File: src/rtl/imem_loader_pkg.sv
// imem_loader_pkg
//   Shared types and constants for the instruction-memory loader.
//   loader_state_e     : FSM state encoding of the loader
//   SYNC_BYTE_DEFAULT  : default frame start marker
//   word_byte_addr()   : word index -> byte address (word aligned)
package imem_loader_pkg;

    typedef enum logic [2:0] {
        IDLE,
        SYNC,
        LEN0,
        LEN1,
        DATA,
        CSUM,
        FIN,
        ERR
    } loader_state_e;

    localparam logic [7:0] SYNC_BYTE_DEFAULT = 8'hA5;

    function automatic logic [17:0] word_byte_addr(input logic [15:0] idx);
        return {idx, 2'b00};
    endfunction

endpackage

File: src/rtl/imem_loader_if.sv
// Bus interfaces used by the instruction-memory loader.
//   byte_stream_if : valid/ready byte stream
//       master drives rx_data, rx_valid; slave drives rx_ready
//   imem_wr_if     : imem write port (no back-pressure)
//       master drives mem_we, mem_addr, mem_wdata
interface byte_stream_if;
    logic [7:0] rx_data;
    logic       rx_valid;
    logic       rx_ready;

    modport master (output rx_data, output rx_valid, input rx_ready);
    modport slave  (input rx_data, input rx_valid, output rx_ready);
endinterface

interface imem_wr_if #(
    parameter int ADDR_W = 12
);
    logic              mem_we;
    logic [ADDR_W-1:0] mem_addr;
    logic [31:0]       mem_wdata;

    modport master (output mem_we, output mem_addr, output mem_wdata);
    modport slave  (input mem_we, input mem_addr, input mem_wdata);
endinterface

File: src/rtl/imem_loader_word_pack.sv
// loader_word_pack
//   Packs accepted bytes little-endian into 32-bit words.
//   clk, reset  : clock, synchronous active-high reset
//   clear       : restart at lane 0, drop any partial word
//   byte_valid  : byte_data is consumed this cycle
//   byte_data   : incoming byte
//   last_lane   : the next consumed byte completes a word
//   word_valid  : one-cycle pulse, the cycle after the completing byte
//   word        : assembled word; holds its value between pulses
module loader_word_pack (
    input  logic        clk,
    input  logic        reset,
    input  logic        clear,
    input  logic        byte_valid,
    input  logic [7:0]  byte_data,
    output logic        last_lane,
    output logic        word_valid,
    output logic [31:0] word
);

    logic [1:0]  lane_q;
    logic [23:0] asm_q;

    assign last_lane = (lane_q == 2'd3);

    always_ff @(posedge clk) begin
        if (reset) begin
            lane_q     <= 2'd0;
            asm_q      <= 24'd0;
            word_valid <= 1'b0;
            word       <= 32'd0;
        end else begin
            word_valid <= 1'b0;
            if (clear) begin
                lane_q <= 2'd0;
                asm_q  <= 24'd0;
            end else if (byte_valid) begin
                lane_q <= lane_q + 2'd1;
                case (lane_q)
                    2'd0: asm_q[7:0]   <= byte_data;
                    2'd1: asm_q[15:8]  <= byte_data;
                    2'd2: asm_q[23:16] <= byte_data;
                    default: begin
                        word_valid <= 1'b1;
                        word       <= {byte_data, asm_q};
                    end
                endcase
            end
        end
    end

endmodule

File: src/rtl/imem_loader.sv
// imem_loader
//   Runtime program loader: parses a framed byte stream (SYNC, LEN lo,
//   LEN hi, LEN*4 payload bytes, optional checksum byte) and writes the
//   payload as 32-bit words to imem from byte address 0. Keeps the core
//   in reset while a load is running.
//   clk, reset       : clock, synchronous active-high reset
//   start            : begin a load (ignored while busy)
//   rx               : byte stream slave (rx_data, rx_valid, rx_ready)
//   mem              : imem write master (mem_we, mem_addr, mem_wdata)
//   busy / core_hold : load in progress
//   done / err       : sticky result of the last load
//   Build option IMEM_LOADER_CSUM_EN: expect a trailing byte equal to the
//   mod-256 sum of the payload; mismatch ends the load with err.
//
//   state | meaning
//   IDLE  | waiting for start
//   SYNC  | discarding bytes until the sync marker
//   LEN0  | expecting word count, low byte
//   LEN1  | expecting word count, high byte; range check
//   DATA  | collecting payload, one imem write per 4 bytes
//   CSUM  | expecting checksum byte (checksum builds only)
//   FIN   | load ok: set done, drop busy
//   ERR   | load aborted: set err, drop busy
module imem_loader
    import imem_loader_pkg::*;
#(
    parameter int         ADDR_W      = 12,
    parameter int         DEPTH_WORDS = 128,
    parameter logic [7:0] SYNC_BYTE   = SYNC_BYTE_DEFAULT
) (
    input  logic           clk,
    input  logic           reset,
    input  logic           start,
    byte_stream_if.slave   rx,
    imem_wr_if.master      mem,
    output logic           busy,
    output logic           done,
    output logic           err,
    output logic           core_hold
);

    loader_state_e     state_q, state_d;
    logic [15:0]       len_q;
    logic [15:0]       word_idx_q;
    logic [ADDR_W-1:0] addr_q;
    logic              busy_q, done_q, err_q;
`ifdef IMEM_LOADER_CSUM_EN
    logic [7:0]        csum_q;
`endif

    logic              accept;
    logic              last_lane;
    logic              last_word;
    logic [15:0]       len_full;

    // rx_ready depends only on the state register, never on rx_valid
    assign rx.rx_ready = (state_q == SYNC) || (state_q == LEN0) || (state_q == LEN1) ||
                         (state_q == DATA) || (state_q == CSUM);
    assign accept    = rx.rx_valid && rx.rx_ready;
    assign len_full  = {rx.rx_data, len_q[7:0]};
    assign last_word = (word_idx_q == len_q - 16'd1);

    loader_word_pack u_pack (
        .clk        (clk),
        .reset      (reset),
        .clear      (state_q == IDLE),
        .byte_valid (accept && (state_q == DATA)),
        .byte_data  (rx.rx_data),
        .last_lane  (last_lane),
        .word_valid (mem.mem_we),
        .word       (mem.mem_wdata)
    );

    always_ff @(posedge clk) begin
        if (reset) state_q <= IDLE;
        else       state_q <= state_d;
    end

    always_comb begin
        state_d = state_q;
        case (state_q)
            IDLE: if (start) state_d = SYNC;
            SYNC: if (accept && (rx.rx_data == SYNC_BYTE)) state_d = LEN0;
            LEN0: if (accept) state_d = LEN1;
            LEN1: begin
                if (accept) begin
                    if (len_full == 16'd0)                    state_d = FIN;
                    else if (len_full > 16'(DEPTH_WORDS))     state_d = ERR;
                    else                                      state_d = DATA;
                end
            end
            DATA: begin
                if (accept && last_lane && last_word) begin
`ifdef IMEM_LOADER_CSUM_EN
                    state_d = CSUM;
`else
                    state_d = FIN;
`endif
                end
            end
`ifdef IMEM_LOADER_CSUM_EN
            CSUM: if (accept) state_d = (rx.rx_data == csum_q) ? FIN : ERR;
`endif
            FIN:     state_d = IDLE;
            ERR:     state_d = IDLE;
            default: state_d = IDLE;
        endcase
    end

    always_ff @(posedge clk) begin
        if (reset) begin
            len_q      <= 16'd0;
            word_idx_q <= 16'd0;
            addr_q     <= '0;
            busy_q     <= 1'b0;
            done_q     <= 1'b0;
            err_q      <= 1'b0;
`ifdef IMEM_LOADER_CSUM_EN
            csum_q     <= 8'd0;
`endif
        end else begin
            case (state_q)
                IDLE: begin
                    if (start) begin
                        busy_q     <= 1'b1;
                        done_q     <= 1'b0;
                        err_q      <= 1'b0;
                        len_q      <= 16'd0;
                        word_idx_q <= 16'd0;
`ifdef IMEM_LOADER_CSUM_EN
                        csum_q     <= 8'd0;
`endif
                    end
                end
                LEN0: if (accept) len_q[7:0]  <= rx.rx_data;
                LEN1: if (accept) len_q[15:8] <= rx.rx_data;
                DATA: begin
                    if (accept) begin
`ifdef IMEM_LOADER_CSUM_EN
                        csum_q <= csum_q + rx.rx_data;
`endif
                        // address is registered alongside the packed word so
                        // both appear together on the write cycle
                        if (last_lane) begin
                            addr_q     <= ADDR_W'(word_byte_addr(word_idx_q));
                            word_idx_q <= word_idx_q + 16'd1;
                        end
                    end
                end
                FIN: begin
                    busy_q <= 1'b0;
                    done_q <= 1'b1;
                end
                ERR: begin
                    busy_q <= 1'b0;
                    err_q  <= 1'b1;
                end
                default: ;
            endcase
        end
    end

    assign mem.mem_addr = addr_q;
    assign busy         = busy_q;
    assign core_hold    = busy_q;
    assign done         = done_q;
    assign err          = err_q;

endmodule

File: src/flat_wrapper.sv
// flat-port wrapper written by rule: the top's interface ports become plain ports
module imem_loader_flat import imem_loader_pkg::*;
#(
    parameter int         ADDR_W      = 12,
    parameter int         DEPTH_WORDS = 128,
    parameter logic [7:0] SYNC_BYTE   = SYNC_BYTE_DEFAULT
)
  (clk, reset, start, busy, done, err, core_hold, rx_rx_data, rx_rx_valid, rx_rx_ready, mem_mem_we, mem_mem_addr, mem_mem_wdata);
  byte_stream_if rx_i ();
  imem_wr_if #(.ADDR_W(ADDR_W)) mem_i ();
  input  logic clk;
  input  logic reset;
  input  logic start;
  output logic busy;
  output logic done;
  output logic err;
  output logic core_hold;
  input wire logic [$bits(rx_i.rx_data)-1:0] rx_rx_data;
  input wire logic [$bits(rx_i.rx_valid)-1:0] rx_rx_valid;
  output wire logic [$bits(rx_i.rx_ready)-1:0] rx_rx_ready;
  output wire logic [$bits(mem_i.mem_we)-1:0] mem_mem_we;
  output wire logic [$bits(mem_i.mem_addr)-1:0] mem_mem_addr;
  output wire logic [$bits(mem_i.mem_wdata)-1:0] mem_mem_wdata;
  assign rx_i.rx_data = rx_rx_data;
  assign rx_i.rx_valid = rx_rx_valid;
  assign rx_rx_ready = rx_i.rx_ready;
  assign mem_mem_we = mem_i.mem_we;
  assign mem_mem_addr = mem_i.mem_addr;
  assign mem_mem_wdata = mem_i.mem_wdata;
  imem_loader #(.ADDR_W(ADDR_W), .DEPTH_WORDS(DEPTH_WORDS), .SYNC_BYTE(SYNC_BYTE)) u_core (.clk(clk), .reset(reset), .start(start), .rx(rx_i), .mem(mem_i), .busy(busy), .done(done), .err(err), .core_hold(core_hold));
endmodule
File: config.mk
export PLATFORM = sky130hd
export DESIGN_NAME = imem_loader_flat
export DESIGN_NICKNAME = d
export VERILOG_FILES = /design/src/rtl/imem_loader_pkg.sv /design/src/rtl/imem_loader_if.sv /design/src/rtl/imem_loader_word_pack.sv /design/src/rtl/imem_loader.sv /design/src/flat_wrapper.sv
export SDC_FILE = /design/constraint.sdc
export NUM_CORES = 1
export LEC_CHECK = 0
export CAP_MARGIN = 20
export CELL_PAD_IN_SITES_DETAIL_PLACEMENT = 0
export CELL_PAD_IN_SITES_GLOBAL_PLACEMENT = 2
export CORE_ASPECT_RATIO = 0.5
export CORE_MARGIN = 4
export CORE_UTILIZATION = 29
export CTS_CLUSTER_DIAMETER = 50
export DETAILED_ROUTE_END_ITERATION = 12
export MAX_ROUTING_LAYER = met4
export PLACE_DENSITY = 0.78
export SLEW_MARGIN = 30
export SYNTH_ARGS = -nofsm -noshare
export SYNTH_HDL_FRONTEND = slang
export SYNTH_SLANG_ARGS = --single-unit
File: constraint.sdc
create_clock -name clk -period 1.9 [get_ports clk]
set_input_delay 0.38 -clock clk [delete_from_list [all_inputs] [get_ports clk]]
set_output_delay 0.38 -clock clk [all_outputs]
set_load 0.05 [all_outputs]
---- Word-level counts from Yosys, hierarchy flattened ----
Cells that the tools add are included.
cells by class
  add/sub/neg operators ................... 3
  bitwise gates (word level) .............. 3
  reduce and logical (&&, ||, !) cells .... 34
  $lt $le $gt $ge ......................... 1
  eq/ne operators ......................... 19
  multiplexer cells ....................... 21
operators by type and width
  cell                   number
  $mux 16                3
  $pmux 16 s2            1
  $pmux 8 s2             2
  $mux 3                 6
  $add 16x1->16 const B  1
  $eq 16x16->1           1
  $gt 16x8->1 const B    1
  $logic_not 16->1       1
  $sub 16x1->16 const B  1
  $pmux 3 s5             1
  $eq 3x3->1 const B     4
  $reduce_and 2->1       6
  $reduce_and 3->1       4
  $reduce_bool 2->1      6
  $eq 8x8->1 const B     1
  $mux 8                 1
  $ne 2x1->1 const B     4
  $eq 3x2->1 const B     2
  $ne 2x2->1 const B     3
  $pmux 1 s2             3
  $reduce_or 3->1        2
  $logic_and 1x1->1      5
  $reduce_and 5->1       1
  $eq 2x2->1 const B     2
  other kinds (11)       19
word-level totals
  bits of input ports ..................... 12
  word-level logic and storage cells ...... 95
  output and inout port bits .............. 50
  flip-flop bits (word level) ............. 107

---- Longest topological paths before layout ----
  depth in word-level cells ............... 10
  depth in mapped cells ................... 9
  depth with buffers taken out ............ 8

---- By module ----
A second synthesis with hierarchy kept.
unflattened totals
  cells, all modules ...................... 613
  area, all modules ....................... 5,272.6 um^2
by module, submodules not included
  module            cells an instance  times used  area an instance (um^2)
  imem_loader       346                1           2,640.0
  loader_word_pack  267                1           2,632.5

---- Worst setup path after synthesis ----
No wires, ideal clock.
  kind .................................... flip-flop to flip-flop
  start ................................... register u_core.len_q[0]
  end ..................................... register u_core.state_q[1]
  slack ................................... -0.214 ns
  data arrival time ....................... 1.987 ns
  buffers on the path ..................... 1
  required time ........................... 1.773 ns
  stages on the path, launching flop included .. 10
  cell sequence ........................... dfxtp_1 > inv_1 > ha_1 > buf_4 > or4b_4 > o31a_1 > nor4_1 > nor2_1 > o221ai_1 > o31ai_2
on the way
  word-level cells in the longest chain between the ends .. 5
ends and longest elaborated chain
  element                                                          line                                  text
  start: declaration                                               imem_loader.sv:43                     logic [15:0] len_q;
  start signal: assignment                                         imem_loader.sv:135                    LEN0: if (accept) len_q[7:0] <= rx.rx_data;
  $sub 16x1->16 or $gt 16x8->1 (tied branches)                     imem_loader.sv:61, imem_loader.sv:88
  $eq 16x16->1 or $mux 2 (tied branches)                           imem_loader.sv:61, imem_loader.sv:88
  $logic_and 1x1->1 or $mux 3 (tied branches)                      imem_loader.sv:93, imem_loader.sv:87
  $ne 2x2->1 (no source line) or $mux 3 (tied branches)            -
  $reduce_and 5->1 (no source line) or $pmux 3 s5 (tied branches)  -
  end signal: assignment                                           imem_loader.sv:76                     else state_q <= state_d;
  end: declaration                                                 imem_loader.sv:42                     loader_state_e state_q, state_d;
Parallel ways exist; a longest one is shown, timed or not. The select of a mux whose other input is x is not followed.
A chain may end at the register's enable or synchronous reset.

---- Worst setup path in the final report ----
Ends and elaborated chain as after synthesis.

==> impl_results.md <==
- Outcome: complete, but fails checks
- Failing checks: negative setup slack
- Core area: 15780 um^2
- Final wirelength: 13.52 mm
- PortBufs: 59
- Worst min path class: in2reg
- Syn. warnings: 0
- CTS Buffer Depth: 2
- CP Data Required Time: 2.13 ns
- CTS tree: built
- Comb pwr share: 0.123
- Filler Cells Inserted: 1660
- Hold Fails Final Rpt: 0
- Initial antenna violation count: 0
- Largest net degree at the start of global routing: 54
- Ys flop type: dfxtp_1
- Max_cap viols: 0
- CP startpoint kind: flop
- Max Slew Vio Count: 0
- Most frequent cells in the layout: nand2_1 (144), dfxtp_1 (105), buf_4 (99)
- Drt drc: 0
- RePlAce Congestion: 0.7901
- Critical path arrival: 2.25 ns
- Leak: 2.526 nW
- Worst slew margin: 0.5864
- DR WL/cell: 14.55 um
- HPWL Detailed: 9.778 mm
- Cells after Synth: 605
- Worst vdd ir: 0.0003914 V
- Number of sinks driven by the clock tree: 107
- Clock root buffer: clkbuf_16
- Pwr dens: 741.1 nW/um^2
- Starting Density: 0.3035
- Post-Place Cells: 910
- Sw frac: 0.2761
- H-Tree Depth: 3
- Clk pin slew, worst setup/hold paths: 0.08 ns
- Top-Level Pins: 62
- Clk pwr share: 0.400
- Finish-stage setup viols: 2
- Seq pwr share: 0.477
- Most common cell after layout, fill and taps aside: nand2_1
- Via count: 4305
- CTS Buf Count: 9
- Std cell rows: 32
- Setup ws final: -0.1193 ns
- Finished Layout Cells: 929
- DR vias/cell: 4.634
- Synth cell types: 56
- Clk Latency, worst-skew pair: 0.36 ns
- Part of the cycle the worst path needs: 1.063
- Layout cell share with drive strength beyond 1: 0.2161
- Final core occ: 0.4064
- Psw: 1.312 mW
- Post-synth EDFFs: 0
- Final Skew: 0.01166 ns
- Period minus WS final: 2.019 ns
- Final Cell Area: 6411 um^2
- GRT Overall Usage: 0.1514
- Syn-to-layout area delta: 33.89%
- Die width: 189.7 um
- Worst Setup Path Type: reg2reg
- Number of DRC markers in iteration 0: 235
- Cts hold-fix bufs: 0
- Share of synthesized registers carrying an async set or reset: 0
- Slew @ Worst Pin: 0.6204 ns
- Antenna cell count: 0
- Vias in the first global route: 4241
- RSZ-0062 raised after global routing: yes
- Nature of the critical path endpoint: flop
- Post-route ant nets: 0
- Place WS: -0.6206 ns
- Cell Area, Placed: 5966 um^2
- Flops & latches, synth: 107
- First-pass GRT wire length: 22.44 mm
- Sequential area share after synthesis: 0.4473
- Die H: 98.86 um
- Die area: 18760 um^2
- DRT Pass-1 Iters: 4
- Maximum clock frequency: 495.2 MHz
- Cell Area, Synth: 4788 um^2
- GRT Residual Overflow: 0
- Nets: 721
- Crit-path max FO: 3
- Sum of negative setup slack: -0.2161 ns
- P_int: 3.439 mW
- Syn_area_per_cell: 7.915 um^2
-- final timing paths --
check | from | end | slack [ns] | depth (start not counted)
setup / recovery | u_core.len_q[0] | u_core.state_q[1] | -0.12 | 8
hold / removal | reset | u_core.state_q[1] | 0.39 | 4
setup reg to reg | u_core.len_q[0] | u_core.state_q[1] | -0.12 | 8
hold reg to reg | u_core.u_pack.asm_q[10] | u_core.u_pack.word[10] | 0.45 | 2
-- flip-flops by register name, indices dropped and copies added, names as in the netlist --
| name | count |
|---|---|
| u_core.mem.mem_addr | 10 |
| u_core.err | 1 |
| u_core.state_q | 3 |
| u_core.word_idx_q | 16 |
| u_core.done | 1 |
| u_core.u_pack.word | 32 |
| u_core.u_pack.asm_q | 24 |
| u_core.busy | 1 |
| u_core.u_pack.word_valid | 1 |
| u_core.u_pack.lane_q | 2 |
| u_core.len_q | 16 |
-- stage by stage --
stage          hold WS, ns  power (mW)
2_1_floorplan       0.4322       2.628
3_3_place_gp        0.4429       2.879
3_5_place_dp        0.4451       2.878
4_1_cts             0.4037       4.804
5_1_grt             0.4305       4.955
6_report            0.3909       4.751
-- worst max-delay path: stages, from the launching register on --
cell	delay [ns]
dfxtp_2	0.33
inv_2	0.06
ha_4	0.13
or4b_4	0.47
o31a_1	0.34
nor4_1	0.19
nor2_1	0.09
o221ai_2	0.19
o31ai_2	0.10
-- power groups by stage --
stage	sequential [mW]	clock, mW	combinational (mW)
6_report	2.27	1.90	0.584
5_1_grt	2.27	2.05	0.633
4_1_cts	2.27	1.97	0.565
3_5_place_dp	2.32	0	0.556
3_3_place_gp	2.32	0	0.558
2_1_floorplan	2.33	0	0.299
-- logic make-up after synthesis --
| logic type | count (synthesis) | synth area share |
|---|---|---|
| other cells | 1 | 0.0007832 |
| compound gates | 126 | 0.1497 |
| xor+xnor | 33 | 0.06036 |
| flops | 107 | 0.4473 |
| simple gates | 279 | 0.2770 |
| fa+ha+maj | 6 | 0.01568 |
| buf+inv | 53 | 0.04913 |
-- synthesized netlist by cell type (3+ instances only) --
master | n | share of area
a211oi_1 | 4 | 0.0063
nand4_1 | 6 | 0.0078
and4_1 | 3 | 0.0055
dfxtp_1 | 107 | 0.45
inv_1 | 7 | 0.0055
and3_1 | 7 | 0.0091
nor3_1 | 7 | 0.0073
nor2_1 | 36 | 0.028
xnor2_1 | 20 | 0.037
buf_2 | 8 | 0.0084
nand2_1 | 147 | 0.12
nor4_1 | 3 | 0.0039
a21oi_1 | 99 | 0.10
o21ai_1 | 3 | 0.0031
nand3_1 | 44 | 0.046
buf_4 | 7 | 0.011
nand2b_1 | 5 | 0.0065
clkbuf_1 | 30 | 0.024
ha_1 | 6 | 0.016
a31oi_1 | 3 | 0.0039
xor2_1 | 13 | 0.024
-- layout make-up --
| cell class | count | area, um^2 | area share |
|---|---|---|---|
| Clock buffer | 9 | 225.2 | 0.03513 |
| Sequential cell | 107 | 2145 | 0.3345 |
| Multi-Input combinational cell | 446 | 2507 | 0.3911 |
| Inverter | 7 | 26.28 | 0.004098 |
| Timing Repair Buffer | 132 | 1151 | 0.1795 |
| Tap cell | 221 | 276.5 | 0.04313 |
| Clock inverter | 7 | 80.08 | 0.01249 |
-- what timing repair did --
action | in CTS | in global routing
endpoints found under the hold margin | 0 | 0
setup buffers | 0 | 3
pin swaps | 3 | 6
gates resized for setup | 11 | 29
gates cloned | 0 | 0
setup endpoints to repair | 8 | 27
-- per-layer routing --
metal | share of wire | global-route usage
met5 | 0 | -
met4 | 0.0083 | 0.03389
met3 | 0.031 | 0.02689
met2 | 0.46 | 0.2320
met1 | 0.50 | 0.2096
Power figures use the tool's default switching activity.
